===== config.mk =====
export PLATFORM = sky130hd
export DESIGN_NAME = noc_router
export DESIGN_NICKNAME = d
export VERILOG_FILES = /design/src/rtl/noc_router.sv
export SDC_FILE = /design/constraint.sdc
export NUM_CORES = 2
export LEC_CHECK = 0
export BUFFER_PORTS_ARGS = -buffer_cell sky130_fd_sc_hd__buf_4
export CORE_AREA = 2 2 407 409
export CTS_CLUSTER_DIAMETER = 40
export DETAILED_ROUTE_END_ITERATION = 12
export DIE_AREA = 0 0 409 411
export GPL_TIMING_DRIVEN = 0
export PLACE_DENSITY = 0.63
export SKIP_LAST_GASP = 1
export SLEW_MARGIN = 20
export SYNTH_ARGS = -nofsm -noshare
export SYNTH_HDL_FRONTEND = slang
export SYNTH_SLANG_ARGS = --single-unit

===== constraint.sdc =====
create_clock -name clk -period 10.4 [get_ports clk]
set_clock_uncertainty 0.2 [all_clocks]
set_input_delay 0 -clock clk [delete_from_list [all_inputs] [get_ports clk]]
set_output_delay 0 -clock clk [all_outputs]
set_load 0.005 [all_outputs]

===== src/rtl/noc_router.sv =====
// Crossbar router: CPU_NB sources feed CPU_NB destination FIFOs, each guarded by its own
// round-robin arbiter. The destination index sits in the low bits of byte 7 of each word.
module noc_router #(
   parameter int CPU_NB     = 4,
   parameter int FIFO_DEPTH = 4
) (
   input  logic                 clk,
   input  logic                 rst_n,
   input  logic [CPU_NB-1:0]    data_cpu_to_noc_vld,
   output logic [CPU_NB-1:0]    data_cpu_to_noc_rdy,
   input  logic [CPU_NB*64-1:0] data_cpu_to_noc,
   output logic [CPU_NB-1:0]    data_noc_to_cpu_vld,
   input  logic [CPU_NB-1:0]    data_noc_to_cpu_rdy,
   output logic [CPU_NB*64-1:0] data_noc_to_cpu,
   output logic [31:0]          routed_count
);
   localparam int DW = $clog2(CPU_NB);
   localparam int PW = $clog2(FIFO_DEPTH);
   localparam logic [PW:0] FULL_CNT = (PW+1)'(FIFO_DEPTH);

   logic [DW-1:0]     w_dest     [CPU_NB];
   logic [DW-1:0]     w_grantSrc [CPU_NB];
   logic [DW-1:0]     w_idx;
   logic [CPU_NB-1:0] w_full;
   logic [CPU_NB-1:0] w_push;
   logic [CPU_NB-1:0] w_pop;
   logic [CPU_NB-1:0] w_grantRdy;
   logic [31:0]       w_grantCount;

   logic [DW-1:0]     r_rr    [CPU_NB];
   logic [PW:0]       r_count [CPU_NB];
   logic [PW-1:0]     r_wrPtr [CPU_NB];
   logic [PW-1:0]     r_rdPtr [CPU_NB];
   logic [63:0]       r_mem   [CPU_NB][FIFO_DEPTH];
   logic [31:0]       r_routedCount;

   always_comb begin
      for (int i = 0; i < CPU_NB; i++) begin
         w_dest[i] = data_cpu_to_noc[i*64+56 +: DW];
         w_full[i] = (r_count[i] == FULL_CNT);
         w_pop[i]  = (r_count[i] != '0) && data_noc_to_cpu_rdy[i];
      end
   end

   // Scanning from the farthest candidate back toward rr leaves the nearest requester as winner.
   always_comb begin
      w_push     = '0;
      w_grantRdy = '0;
      w_idx      = '0;
      for (int j = 0; j < CPU_NB; j++) begin
         w_grantSrc[j] = '0;
         for (int k = CPU_NB-1; k >= 0; k--) begin
            w_idx = r_rr[j] + DW'(k);
            if (rst_n && !w_full[j] && data_cpu_to_noc_vld[w_idx] && (w_dest[w_idx] == DW'(j))) begin
               w_push[j]     = 1'b1;
               w_grantSrc[j] = w_idx;
            end
         end
         if (w_push[j]) begin
            w_grantRdy[w_grantSrc[j]] = 1'b1;
         end
      end
   end

   assign data_cpu_to_noc_rdy = w_grantRdy;
   assign w_grantCount        = 32'($countones(w_push));

   // Storage is cleared on reset so a discarded word can never resurface at a FIFO head.
   always_ff @(posedge clk or negedge rst_n) begin
      if (!rst_n) begin
         for (int j = 0; j < CPU_NB; j++) begin
            r_rr[j]    <= '0;
            r_count[j] <= '0;
            r_wrPtr[j] <= '0;
            r_rdPtr[j] <= '0;
            for (int d = 0; d < FIFO_DEPTH; d++) begin
               r_mem[j][d] <= '0;
            end
         end
         r_routedCount <= '0;
      end else begin
         for (int j = 0; j < CPU_NB; j++) begin
            if (w_push[j]) begin
               r_mem[j][r_wrPtr[j]] <= data_cpu_to_noc[w_grantSrc[j]*64 +: 64];
               r_wrPtr[j]           <= r_wrPtr[j] + 1'b1;
               r_rr[j]              <= w_grantSrc[j] + 1'b1;
            end
            if (w_pop[j]) begin
               r_rdPtr[j] <= r_rdPtr[j] + 1'b1;
            end
            if (w_push[j] && !w_pop[j]) begin
               r_count[j] <= r_count[j] + 1'b1;
            end else if (!w_push[j] && w_pop[j]) begin
               r_count[j] <= r_count[j] - 1'b1;
            end
         end
         r_routedCount <= r_routedCount + w_grantCount;
      end
   end

   always_comb begin
      data_noc_to_cpu_vld = '0;
      data_noc_to_cpu     = '0;
      for (int j = 0; j < CPU_NB; j++) begin
         data_noc_to_cpu_vld[j]       = (r_count[j] != '0);
         data_noc_to_cpu[j*64 +: 64]  = r_mem[j][r_rdPtr[j]];
      end
   end

   assign routed_count = r_routedCount;

endmodule


Word level (Yosys, flattened, before mapping)
Index checks and enable logic that the tools add are counted.

storage, ports and cells
  logic and storage cells = 404
  register bits after elaboration = 1092
  input bits = 266
  output and inout bits = 296

operators by class
  reduce and logical (&&, ||, !) cells = 80
  magnitude comparators = 52
  shift-type cells = 4
  multiplexer cells = 156
  equality and inequality tests = 16
  $add $sub $neg = 36
  bitwise gates (word level) = 27

operator list
  operator                                                    number
  bitwise mux 256 bit                                         4
  indexed part select 256 x 9 -> 64 bit                       4
  2-to-1 mux 64 bit                                           12
  binary-select mux 64 bit (select 2 bit)                     4
  demux 64 bit (select 2 bit)                                 4
  2-to-1 mux 2 bit                                            48
  >= comparator 3 bit, second input constant                  24
  inverter 2 -> 3 bit                                         24
  binary-select mux 2 bit (select 2 bit)                      16
  less-than comparator 2 x 3 -> 1 bit, second input constant  20
  logical AND 1 bit                                           56
  2-to-1 mux 1 bit                                            36
  adder 2 x 1 -> 2 bit, second input constant                 16
  adder 32 x 3 -> 32 bit                                      1
  binary-select mux 1 bit (select 2 bit)                      16
  2-to-1 mux 3 bit                                            8
  adder 2 bit, second input constant                          8
  == test 2 bit, second input constant                        8
  2-to-1 mux 4 bit                                            4
  adder 3 x 1 -> 3 bit, second input constant                 4
  == test 3 bit, second input constant                        4
  logical NOT 1 bit                                           12
  less-than comparator 3 x 1 -> 1 bit, second input constant  4
  bitwise OR 4 bit                                            3
  9 further kinds                                             31

Longest topological paths before layout
  depth after elaboration = 22
  mapped depth = 17
  mapped depth without buffers = 15

Worst setup path after synthesis
Ideal clock, no wire load.

  kind = reg2reg
  from = reg r_rr[6] (netlist bit)
  to = reg r_routedCount[28], in the netlist routed_count[28]
  cell stages (with the launch flop) = 18
  library setup time = 0.079 ns
  arrival = 3.968 ns
  period minus slack after synthesis = 4.247 ns
  data required time = 10.121 ns
  path buffers = 2
  slack = 6.153 ns
  cells stage by stage = dfrtp_1 -> buf_2 -> mux4_2 -> and3_1 -> nand2_1 -> nand2_1 -> clkbuf_1 -> fa_1 -> inv_1 -> fa_1 -> inv_1 -> fa_1 -> and4_1 -> nand2_1 -> nor3_1 -> nand3_1 -> nor2_1 -> xor2_1

on the way
  longest elaborated chain between the ends = 14
  elaborated cells on any way between the ends = 46
  those cells by class = add/sub: 6; mux: 24; bitwise: 4; reduce/logical: 12

ends and longest elaborated chain
  element                                               line  RTL
  from (decl)                                           30    logic [DW-1:0] r_rr [CPU_NB];
  from (signal, indexed assignment)                     86    r_rr[j] <= w_grantSrc[j] + 1'b1;
  adder 2 bit                                           53    w_idx = r_rr[j] + DW'(k);
  inverter 2 -> 3 bit (implied by the code)             54    if (rst_n && !w_full[j] && data_cpu_to_noc_vld[w_idx] && (w_dest[w_idx] == DW'(j))) begin
  binary-select mux 2 bit (select 2 bit)                54
  2-to-1 mux 2 bit (implied by the code) (2 in series)  54
  logical NOT 2 bit                                     54
  logical AND 1 bit                                     54
  2-to-1 mux 1 bit (3 in series)                        54
  2-to-1 mux 1 bit (*)                                  54
  via w_push[0]                                         25    logic [CPU_NB-1:0] w_push;
  adder 1 x 1 -> 2 bit (implied by the code) (*)        66    assign w_grantCount = 32'($countones(w_push));
  adder 2 x 2 -> 3 bit (implied by the code) (*)        66
  adder 32 x 3 -> 32 bit (*)                            97    r_routedCount <= r_routedCount + w_grantCount;
  to (signal assigned)                                  97
  to (decl)                                             35    logic [31:0] r_routedCount;

The timed path passes the listed nets; every way through them passes the cells marked *. The select of a mux whose other input is x is not followed.
A chain may end at the register's enable or synchronous reset.

Worst setup path in the final report
  from = in rst_n
  to = reg r_routedCount[28], in the netlist routed_count[28]

on the way
  longest elaborated chain between the ends = 10
  elaborated cells on any way between the ends = 56
  those cells by class = add/sub: 4; mux: 16; reduce/logical: 36

ends and longest elaborated chain
  element                                         line  RTL
  from (decl)                                     8     input logic rst_n,
  logical AND 1 bit (*)                           54
  logical AND 1 bit (2 in series)                 54
  2-to-1 mux 1 bit (3 in series)                  54
  2-to-1 mux 1 bit (*)                            54
  via w_push[3]                                   25
  adder 1 x 1 -> 2 bit (implied by the code) (*)  66
  adder 2 x 2 -> 3 bit (implied by the code) (*)  66
  adder 32 x 3 -> 32 bit (*)                      97

The timed path passes the listed nets; every way through them passes the cells marked *.

==> impl_metrics.json <==
{
  "status": "complete, no violations",
  "placed_cells": 7742,
  "power_frac_clock_pct": 24.2,
  "wl_per_cell_um": 30.7,
  "area_delta_synth_final_pct": 33.4,
  "min_period_ns": 7.23,
  "antenna_found_initial": 24,
  "ys.flop_type": "dfrtp_1",
  "fp.dieW_um": 409,
  "cp_common_cell": "buf_16",
  "final_util_pct": 46.4,
  "first_pass_iters": 9,
  "worst_slack_ns": 3.17,
  "wl_mm": 265,
  "holdCritStartpoint": "data_cpu_to_noc[123]",
  "pin_count": 562,
  "grt_pass1_wl_mm": 378,
  "pre_cts_ws_ns": 3.88,
  "coreArea_um2": 164000,
  "swShare_pct": 38.4,
  "route.vias.total": 53600,
  "cap_violations": 0,
  "drive_gt1_share_pct": 25.1,
  "seq_power_share_pct": 30.0,
  "tightest_slew_ns": 1.16,
  "cpMaxStageDelayCell": "dlygate4sd3_1",
  "hold_viol": 0,
  "grt_use_total_pct": 30.8,
  "hold-path-endpoint": "r_mem[251]$_DFFE_PN0P_",
  "port_buffers": 561,
  "cts_setup_buffers": 0,
  "slowest_delay_ns": 0.98,
  "path_max_fanout": 144,
  "power_density_nw_per_um2": 319,
  "path_cells": "dlygate4sd3_1 -> buf_16 -> dlygate4sd3_1 -> buf_16 -> buf_16 -> buf_16 -> o31ai_1 -> a41oi_1 -> clkbuf_1 -> inv_1 -> fa_1 -> inv_1 -> fa_1 -> and4_1 -> nand2_1 -> nor3_1 -> nand3_1 -> nor2_1 -> xor2_1",
  "yosys_warnings": 0,
  "htree_levels": 4,
  "clockRootBuffer": "clkbuf_16",
  "cts_buffers": 164,
  "row_count": 149,
  "path_buf_inv": 9,
  "drtIter0Drc": 6822,
  "ant_nets": 0,
  "cp_top_family": "buffers and inverters",
  "r2r_cells": 17,
  "hold_class": "primary input to flop",
  "viasPerCell": 6.21,
  "p_leak_nw": 32.0,
  "worstHoldPathCells": 4,
  "finalCritPeriodShare_pct": 69.5,
  "synthArstFlopShare_pct": 100,
  "power_switching_w": 0.00931,
  "synth_cell_type_count": 61,
  "setup.worst_path.class": "primary input to flop",
  "total_power_w": 0.0243,
  "layout_commonest_cell": "dfrtp_1",
  "grt_pass1_vias": 53800,
  "synth_edf_count": 0,
  "ir_drop_uv": 152,
  "synth_area_um2": 57000,
  "setup_tns_ns": 0,
  "grt_overflow_total": 0,
  "cp-end-kind": "flop",
  "gp_congestion": 0.960,
  "worstPathArrival_ns": 7.75,
  "hold_buffers": 570,
  "grt_max_degree": 148,
  "worstReg2RegStart": "r_rr[7]$_DFFE_PN0P_",
  "drc_errors": 0,
  "ys_seq_area_share_pct": 48.0,
  "cts.repair.resized": 0,
  "synth_area_per_cell_um2": 11.4,
  "clk_latency_ns": 0.83,
  "synth_cells": 4976,
  "dpl.hpwl_mm": 183,
  "drv_slew": 0,
  "p_int_w": 0.0150,
  "rsz0062_at_grt": "false",
  "start_util_pct": 34.8,
  "p_comb_share_pct": 45.7,
  "ys_ff_latch": 1092,
  "cts_tree": "built",
  "nets": 6600,
  "final-setup-viol-count": 0,
  "cts_sinks": 1092,
  "maxSlewHeadroom_pct": 22.5,
  "r2r_slack_ns": 4.75,
  "dieHeight_um": 411,
  "die-area_um2": 168000,
  "stdcell_count": 8633,
  "layout_common_cells": "dfrtp_1 (1,092), nand2_1 (661), dlygate4sd3_1 (570)",
  "crit-reg2reg-capture": "routed_count[28]$_DFF_PN0_",
  "clkSlewWorstSetupHoldPaths_ns": 0.06,
  "synth_fp_nets": 5286,
  "critPathLaunchType": "primary input",
  "crit_required_ns": 10.92,
  "clockBufferDepth": 3,
  "timing.fmax_mhz": 138
}
==> kinds of logic (layout without fill, tap and decap cells) <==
logic type	after synthesis	count (layout)	synth area share, %
xor gates and xnor gates	54	54	0.830
buffers and inverters	484	1935	3.36
DFF	1092	1092	48.0
AOI/OAI and AO/OA	1048	1048	13.0
other	0	17	0
and+or+nand+nor	1426	1426	11.5
muxes	828	828	22.3
adders and majority gates	44	44	1.06
==> worst min-delay path: cells and delay by family <==
kind / cells / cell delay, ns
buffers and inverters: 2 / 0.70
AO/OA/AOI/OAI: 2 / 0.34
==> final cells by class <==
cell class                      instances  area (um^2)
Multi-Input combinational cell       3400        27800
Tap cell                             2189         2740
Clock inverter                        107         1480
Clock buffer                          196         4350
Timing Repair Buffer                 1148        10400
Antenna cell                           17         42.5
Buffer                                450         1820
Fill cell                           14800        87900
Inverter                               34          128
Sequential cell                      1092        27300
==> through the flow <==
| step | hold slack, ns | area, um^2 |
|---|---|---|
| after floorplan | -0.496 | 57000 |
| after global placement | 0.0978 | 63900 |
| after detailed placement | -0.392 | 64400 |
| after CTS | 0.000826 | 75900 |
| after global routing | 0.0385 | 76000 |
| final | 0.0494 | 76000 |
==> worst max path at each step <==
| stage | from | to | slack, ns | cells after the start |
|---|---|---|---|---|
| CTS | rst_n | routed_count[28]$_DFF_PN0_ | 3.05 | 19 |
| floorplan | r_rr[6]$_DFFE_PN0P_ | routed_count[28]$_DFF_PN0_ | 6.15 | 17 |
| detailed placement | rst_n | routed_count[28]$_DFF_PN0_ | 3.88 | 17 |
| global route | rst_n | routed_count[28]$_DFF_PN0_ | 2.38 | 19 |
| finish | rst_n | routed_count[28]$_DFF_PN0_ | 3.17 | 19 |
| global placement | rst_n | routed_count[28]$_DFF_PN0_ | -7.62 | 15 |
==> Yosys cell counts, drive strengths merged (2+ instances only) <==
master      n  share of area [%]
o22ai     124                1.4
ha         37               0.81
a31oi       2              0.022
or3         5              0.055
o21ai     262                2.3
mux2      318                6.3
dfrtp    1092                 48
a21boi      6              0.079
inv        34               0.22
nand3b      7              0.092
xor2       11               0.17
o21a        3              0.040
buf       131                1.0
nor4bb      2              0.035
and3      132                1.4
nor3        4              0.035
nor2b      11               0.12
nand4     131                1.4
nor4        2              0.022
o221ai      2              0.031
and4        2              0.031
o221a       2              0.040
nor4b       2              0.031
clkbuf    319                2.1
xnor2      43               0.66
a41oi     250                3.8
or3b        5              0.077
and3b       3              0.046
a21oi       5              0.044
and2       13               0.14
o2111ai     2              0.031
and4b       2              0.035
o31ai     251                3.3
nand2b     17               0.19
mux2i     189                3.3
o211ai      4              0.053
nand2     665                4.4
mux4      321                 13
nand3     146                1.4
nor3b       2              0.026
a211oi    125                1.6
nor2      270                1.8
a222oi      4              0.070
fa          7               0.25
==> power groups by stage <==
stage               clock, W  sequential [W]  combinational, W
floorplan                  0         0.00692           0.00556
global placement           0         0.00717           0.00986
detailed placement         0         0.00728            0.0101
CTS                  0.00590         0.00723            0.0108
global route         0.00609         0.00747            0.0117
finish               0.00588         0.00729            0.0111
==> sequential cells by signal, indices dropped and copies added (netlist names) <==
name          cells
routed_count     32
r_rdPtr           8
r_rr              8
r_count          12
r_wrPtr           8
r_mem          1024
==> metal layers <==
layer  routed length (um)  part of all wire (%)  vias to the layer above  GRT usage, %
met5                   52                 0.020                        -             0
met4                22000                   8.3                       10          21.4
met3                32200                    12                     1013          11.1
met2               114000                    43                     3828          45.2
met1                96500                    36                    27100          37.7
li1                     -                     -                    21600             -
Note: power is estimated with default switching activity, not from simulation.
